<file path="config.mk">
export PLATFORM = sky130hd
export DESIGN_NAME = ram_port_arbiter
export DESIGN_NICKNAME = d
export VERILOG_FILES = /design/src/rtl/selen_arb_pkg.sv /design/src/rtl/arb_timeout_cnt.sv /design/src/rtl/ram_port_arbiter.sv
export SDC_FILE = /design/constraint.sdc
export NUM_CORES = 1
export LEC_CHECK = 0
export CELL_PAD_IN_SITES_DETAIL_PLACEMENT = 0
export CELL_PAD_IN_SITES_GLOBAL_PLACEMENT = 1
export CORE_ASPECT_RATIO = 0.7
export CORE_MARGIN = 4
export CORE_UTILIZATION = 30
export DETAILED_ROUTE_END_ITERATION = 10
export PLACE_DENSITY_LB_ADDON = 0.15
export SYNTH_ARGS = -nofsm -noshare
export SYNTH_HDL_FRONTEND = slang
export SYNTH_SLANG_ARGS = --single-unit
</file>
<file path="constraint.sdc">
create_clock -name sys_clk -period 1.75 [get_ports sys_clk]
set_input_delay 0.2625 -clock sys_clk [delete_from_list [all_inputs] [get_ports sys_clk]]
set_output_delay 0.2625 -clock sys_clk [all_outputs]
set_load 0.01 [all_outputs]
</file>
<file path="src/rtl/selen_arb_pkg.sv">
// Shared definitions for the RAM data-port arbiter: FSM encoding, grant
// identifiers and the timeout counter width.
package selen_arb_pkg;

    typedef enum logic [1:0] {
        StIdle = 2'd0,
        StBusy = 2'd1,
        StDone = 2'd2
    } arb_state_e;

    localparam logic GRANT_CPU = 1'b0;
    localparam logic GRANT_DMA = 1'b1;

    localparam int unsigned TO_CNT_W = 8;

endpackage

</file>
<file path="src/rtl/arb_timeout_cnt.sv">
// Slave-wait counter for the RAM port arbiter. Cleared while the arbiter is
// idle, counts BUSY cycles without an ack, and flags the cycle in which the
// count reaches TIMEOUT.
module arb_timeout_cnt
    import selen_arb_pkg::*;
#(
    parameter int unsigned CNT_W   = TO_CNT_W,
    parameter int unsigned TIMEOUT = 255
) (
    input  logic sys_clk,
    input  logic sys_rst,
    input  logic clear_i,
    input  logic enable_i,
    output logic expired_o
);

    logic [CNT_W-1:0] cnt_q;
    logic [CNT_W-1:0] cnt_d;

    // Next count: clear has priority over counting.
    always_comb begin
        cnt_d = cnt_q;
        if (clear_i) begin
            cnt_d = '0;
        end else if (enable_i) begin
            cnt_d = cnt_q + 1'b1;
        end
    end

    // Counter register.
    always_ff @(posedge sys_clk or negedge sys_rst) begin
        if (!sys_rst) begin
            cnt_q <= '0;
        end else begin
            cnt_q <= cnt_d;
        end
    end

    // This BUSY cycle is the TIMEOUT-th one without an ack.
    assign expired_o = (cnt_q == CNT_W'(TIMEOUT - 1));

endmodule

</file>
<file path="src/rtl/ram_port_arbiter.sv">
// Round-robin, transfer-locked arbiter sharing the RAM data port between the
// CPU data master and the DMA master. A grant is held until the RAM acks
// (or, with ARB_TIMEOUT_EN defined, until the slave-wait timeout expires).
// Optional feature macro: ARB_TIMEOUT_EN.
module ram_port_arbiter
    import selen_arb_pkg::*;
#(
    parameter int unsigned ADDR_W  = 16,
    parameter int unsigned DATA_W  = 32,
    parameter int unsigned TIMEOUT = 255
) (
    input  logic              sys_clk,
    input  logic              sys_rst,
    // CPU data master
    input  logic              cpu_wb_stb_i,
    input  logic              cpu_wb_we_i,
    input  logic [ADDR_W-1:0] cpu_wb_addr_i,
    input  logic [DATA_W-1:0] cpu_wb_data_i,
    output logic              cpu_wb_ack_o,
    output logic [DATA_W-1:0] cpu_wb_data_o,
    output logic              cpu_wb_err_o,
    // DMA master
    input  logic              dma_wb_stb_i,
    input  logic              dma_wb_we_i,
    input  logic [ADDR_W-1:0] dma_wb_addr_i,
    input  logic [DATA_W-1:0] dma_wb_data_i,
    output logic              dma_wb_ack_o,
    output logic [DATA_W-1:0] dma_wb_data_o,
    output logic              dma_wb_err_o,
    // RAM port 2
    output logic              ram_wb_stb_o,
    output logic              ram_wb_we_o,
    output logic [ADDR_W-1:0] ram_wb_addr_o,
    output logic [DATA_W-1:0] ram_wb_data_o,
    input  logic              ram_wb_ack_i,
    input  logic [DATA_W-1:0] ram_wb_data_i
);

    if (TIMEOUT < 1 || TIMEOUT > 255) begin : g_bad_timeout
        $error("ram_port_arbiter: TIMEOUT must be in 1..255");
    end

    arb_state_e        state_q;
    logic              last_grant_q;  // owner of the current/most recent transfer
    logic              ram_stb_q;
    logic              ram_we_q;
    logic [ADDR_W-1:0] ram_addr_q;
    logic [DATA_W-1:0] ram_wdata_q;
    logic              cpu_ack_q;
    logic [DATA_W-1:0] cpu_rdata_q;
    logic              dma_ack_q;
    logic [DATA_W-1:0] dma_rdata_q;

    logic              win_grant;
    logic              win_we;
    logic [ADDR_W-1:0] win_addr;
    logic [DATA_W-1:0] win_wdata;

`ifdef ARB_TIMEOUT_EN
    logic cpu_err_q;
    logic dma_err_q;
    logic to_expired;
    logic to_hit;

    arb_timeout_cnt #(
        .CNT_W   (TO_CNT_W),
        .TIMEOUT (TIMEOUT)
    ) u_timeout_cnt (
        .sys_clk   (sys_clk),
        .sys_rst   (sys_rst),
        .clear_i   (state_q == StIdle),
        .enable_i  ((state_q == StBusy) && !ram_wb_ack_i),
        .expired_o (to_expired)
    );

    // A same-cycle ack takes precedence over the timeout.
    assign to_hit = (state_q == StBusy) && !ram_wb_ack_i && to_expired;
`endif

    // Pick the winner among the current requesters; ties go to whoever did not
    // own the previous transfer.
    always_comb begin
        win_grant = GRANT_CPU;
        if (cpu_wb_stb_i && dma_wb_stb_i) begin
            win_grant = ~last_grant_q;
        end else if (dma_wb_stb_i) begin
            win_grant = GRANT_DMA;
        end
        win_we    = (win_grant == GRANT_DMA) ? dma_wb_we_i   : cpu_wb_we_i;
        win_addr  = (win_grant == GRANT_DMA) ? dma_wb_addr_i : cpu_wb_addr_i;
        win_wdata = (win_grant == GRANT_DMA) ? dma_wb_data_i : cpu_wb_data_i;
    end

    // Arbitration FSM with registered RAM request and master responses.
    always_ff @(posedge sys_clk or negedge sys_rst) begin
        if (!sys_rst) begin
            state_q      <= StIdle;
            last_grant_q <= GRANT_DMA;
            ram_stb_q    <= 1'b0;
            ram_we_q     <= 1'b0;
            ram_addr_q   <= '0;
            ram_wdata_q  <= '0;
            cpu_ack_q    <= 1'b0;
            cpu_rdata_q  <= '0;
            dma_ack_q    <= 1'b0;
            dma_rdata_q  <= '0;
`ifdef ARB_TIMEOUT_EN
            cpu_err_q    <= 1'b0;
            dma_err_q    <= 1'b0;
`endif
        end else begin
            // Master acks/errors are single-cycle pulses.
            cpu_ack_q <= 1'b0;
            dma_ack_q <= 1'b0;
`ifdef ARB_TIMEOUT_EN
            cpu_err_q <= 1'b0;
            dma_err_q <= 1'b0;
`endif
            unique case (state_q)
                StIdle: begin
                    if (cpu_wb_stb_i || dma_wb_stb_i) begin
                        last_grant_q <= win_grant;
                        ram_stb_q    <= 1'b1;
                        ram_we_q     <= win_we;
                        ram_addr_q   <= win_addr;
                        ram_wdata_q  <= win_wdata;
                        state_q      <= StBusy;
                    end
                end
                StBusy: begin
                    if (ram_wb_ack_i) begin
                        ram_stb_q <= 1'b0;
                        state_q   <= StDone;
                        if (last_grant_q == GRANT_DMA) begin
                            dma_ack_q   <= 1'b1;
                            dma_rdata_q <= ram_wb_data_i;
                        end else begin
                            cpu_ack_q   <= 1'b1;
                            cpu_rdata_q <= ram_wb_data_i;
                        end
                    end
`ifdef ARB_TIMEOUT_EN
                    else if (to_hit) begin
                        ram_stb_q <= 1'b0;
                        state_q   <= StDone;
                        if (last_grant_q == GRANT_DMA) begin
                            dma_ack_q   <= 1'b1;
                            dma_err_q   <= 1'b1;
                            dma_rdata_q <= '0;
                        end else begin
                            cpu_ack_q   <= 1'b1;
                            cpu_err_q   <= 1'b1;
                            cpu_rdata_q <= '0;
                        end
                    end
`endif
                end
                StDone: begin
                    state_q <= StIdle;
                end
                default: begin
                    state_q <= StIdle;
                end
            endcase
        end
    end

    assign ram_wb_stb_o  = ram_stb_q;
    assign ram_wb_we_o   = ram_we_q;
    assign ram_wb_addr_o = ram_addr_q;
    assign ram_wb_data_o = ram_wdata_q;
    assign cpu_wb_ack_o  = cpu_ack_q;
    assign cpu_wb_data_o = cpu_rdata_q;
    assign dma_wb_ack_o  = dma_ack_q;
    assign dma_wb_data_o = dma_rdata_q;

`ifdef ARB_TIMEOUT_EN
    assign cpu_wb_err_o = cpu_err_q;
    assign dma_wb_err_o = dma_err_q;
`else
    assign cpu_wb_err_o = 1'b0;
    assign dma_wb_err_o = 1'b0;
`endif

endmodule

</file>
==> summary.md <==
| Metric | Value |
|---|---|
| Core Rows | `39` |
| TritonCTS clock tree | `yes` |
| Area delta synth->final | `69.76%` |
| First-pass GRT wire length | `25340 um` |
| RSZ-0062 raised after global routing | `false` |
| Critical path class | `reg -> out` |
| Worst path cell trace | `clkdlybuf4s50_1` |
| Initial Utilization | `a little under a third` |
| Post-synth cell types | `22` |
| Clk Latency, worst-skew pair | `~0.40 ns` |
| Pre-CTS setup slack | `-0.08198 ns` |
| Setup crit end kind | `output port` |
| Final slew viol count | `0` |
| Worst Path Max Fanout | `2` |
| CP bufs+invs | `1` |
| GP Congestion | `0.7653` |
| Pwr Density | `between 1500 and 2000 mW/mm^2` |
| Synthesized instance count | `433` |
| Leak | `3.457 nW` |
| Yosys reg bits | `119` |
| CP max-delay cell | `clkdlybuf4s50_1` |
| Final instance area | `approximately 0.0084 sq mm` |
| Min setup slack post-route | `~0.14 ns` |
| Clk root buf | `clkbuf_16` |
| Crit share post-route | `92.28%` |
| Critical path data required time | `roughly 1.5 ns` |
| Inserted Clock Buffers | `17` |
| DRT Pass-1 Iters | `4` |
| Initial drt markers | `between 100 and 150` |
| H-Tree Depth | `4` |
| Critical Path Source Type | `flip-flop` |
| Yosys Warn Count | `0` |
| Clock skew | `just under 0.007 ns` |
| Status | `completed` |
| Final #Nets | `822` |
| Num ports | `253` |
| Final setup fails | `0` |
| Largest stage delay on the critical path | `a little over 0.6 ns` |
| Max-Cap Viols | `0` |
| DP Wirelength | `approximately 12000 um` |
| Largest net degree at the start of global routing | `80` |
| All-Layer GR Usage | `17.59%` |
| Fin util | `51.79%` |
| Final period demand of the worst path | `1.615 ns` |
| Hold buffer count at cts | `1` |
| Vias in the first global route | `between 4000 and 5000` |
| Via count | `4272` |
| Max Root-Sink Buffers | `2` |
| Initial antenna violation count | `0` |
| Post-CTS Resized | `0` |
| Via density | `4.623` |
| Post-route ant nets | `0` |
| Die area | `between 0.015 and 0.02 sq mm` |
| GR Overflow Total | `0` |
| I/O Buffers | `250` |
| Remaining DRCs | `0` |
| DP Area | `between 0.007 and 0.008 sq mm` |
| Clock sinks | `~120` |
| Share of cells above drive strength 1 | `18.60%` |
| Worst min path class | `in -> reg` |
| Die Ht | `115.6 um` |
| Core area | `between 0.015 and 0.02 sq mm` |
| Die Wd | `161.6 um` |
| Post-Place Cells | `892` |
| # diodes | `0` |
| Worst-path clk slew | `about 0.060 ns` |
| Avg Cell Area, Syn | `11.45 sq um` |
| Final wirelength | `16540 um` |
| Sequential cell area | `between 0.002 and 0.003 sq mm` |
| DR WL/cell | `17.90 um` |
| CP top delay family | `buffers and inverters` |
| Maximum clock rate | `0.6193 GHz` |
| Post-CTS setup repair buffer count | `0` |
| Final Non-Filler Cells | `924` |
| Critical Path AT | `1.35 ns` |
| Multi-input logic area | `0.001821 sq mm` |
| Register area share after synthesis | `60.10%` |
| Synthesized area | `between 0.004 and 0.005 sq mm` |
| Fill count | `1466` |
| VDD IR max | `0.5312 mV` |
| Final Hold Fails | `0` |
-- sequential cells by signal, summed over array words and instances, names as in the netlist --
| signal | count |
|---|---|
| cpu_wb_data_o | 32 |
| dma_wb_data_o | 32 |
| ram_wb_data_o | 32 |
| ram_wb_addr_o | 16 |
| state_q | 2 |
| cpu_wb_ack_o | 1 |
| dma_wb_ack_o | 1 |
| last_grant_q | 1 |
| ram_wb_stb_o | 1 |
| ram_wb_we_o | 1 |
-- layout by cell type, fill, tap and decap left out, drive strengths merged, types with 2 or more instances in the layout --
cell           synthesis  final
bufinv                 0      2
nor2                   2      2
clkdlybuf4s50          0    249
a31oi                 50     50
nand2                102    102
inv                    2      4
clkbuf                17     19
buf                   19     20
clkinv                 0      5
mux2                  64     64
a21oi                 50     50
clkinvlp               0      3
dfrtp                118    118
conb                   1      2
-- layout make-up --
class	count	area share (%)
clock buffer	19	5.144
sequential	119	35.40
timing repair buffer	270	32.86
inverter	2	0.08921
clock inverter	12	1.531
multi-input combinational	277	21.63
tap	225	3.345
-- cells by family (layout without fill, tap and decap cells) --
logic type             Yosys count  count (layout)  synth area share, %
buffers and inverters           38             303                3.761
other                            1               2              0.07565
AO/OA/AOI/OAI                  103             103                13.07
multiplexers                    64              64                14.54
AND/OR/NAND/NOR                108             108                8.456
flip-flops                     119             119                60.10
-- report_power, final --
group	total [W]	internal [W]	leakage, nW	switching [W]
Combinational	0.00685	0.00396	1.81	0.00289
Clock	0.00335	0.00209	0.269	0.00126
Sequential	0.00493	0.00416	1.38	0.000771
Total	0.0151	0.0102	3.46	0.00492
-- layer usage --
layer	up-vias	routed length, um	GRT usage, %
li1	2015	-	-
met5	-	0	0
met4	0	205	5.296
met3	20	1539	7.145
met2	175	7252	27.22
met1	2062	7542	22.96
-- worst paths after layout --
kind                       cells after the start              start                 to  slack (ns)
setup reg to reg                               4         state_q[1]   cpu_wb_data_o[2]        0.18
setup / recovery                               1   ram_wb_data_o[0]   ram_wb_data_o[0]        0.14
max in group asynchronous                      3            sys_rst  dma_wb_data_o[11]        0.91
min in group asynchronous                      3            sys_rst  ram_wb_addr_o[14]        0.45
hold / removal                                 3  cpu_wb_data_i[21]  ram_wb_data_o[21]        0.41
hold reg to reg                                1   cpu_wb_data_o[3]   cpu_wb_data_o[3]        0.50
-- Yosys cell counts --
| cell type | n | area share, % |
|---|---|---|
| o21ai_0 | 1 | 0.10 |
| buf_4 | 3 | 0.45 |
| nor2_1 | 1 | 0.076 |
| mux2_2 | 64 | 15 |
| nand2b_1 | 1 | 0.13 |
| buf_6 | 2 | 0.45 |
| nand2_1 | 102 | 7.7 |
| or2_0 | 1 | 0.13 |
| nor2_2 | 1 | 0.13 |
| a31oi_1 | 40 | 5.0 |
| dfrtp_1 | 118 | 60 |
| inv_1 | 2 | 0.15 |
| and2_1 | 1 | 0.13 |
| clkbuf_1 | 17 | 1.3 |
| a21boi_1 | 1 | 0.15 |
| a21bo_2 | 1 | 0.20 |
| dfstp_2 | 1 | 0.53 |
| nand3b_1 | 1 | 0.15 |
| buf_2 | 14 | 1.4 |
| a21oi_1 | 50 | 5.0 |
| conb_1 | 1 | 0.076 |
| a31oi_2 | 10 | 2.5 |
-- stage by stage --
stage / setup TNS, ns / total power (W) / hold slack, ns
6_report: 0 / 0.01512 / 0.4126
5_1_grt: 0 / 0.01602 / 0.4154
4_1_cts: 0 / 0.01535 / 0.3953
3_5_place_dp: -3.014 / 0.01191 / 0.3474
3_3_place_gp: -1.240 / 0.01177 / 0.3482
2_1_floorplan: 0 / 0.007821 / -0.03309
Note: power is estimated with default switching activity, not from simulation.
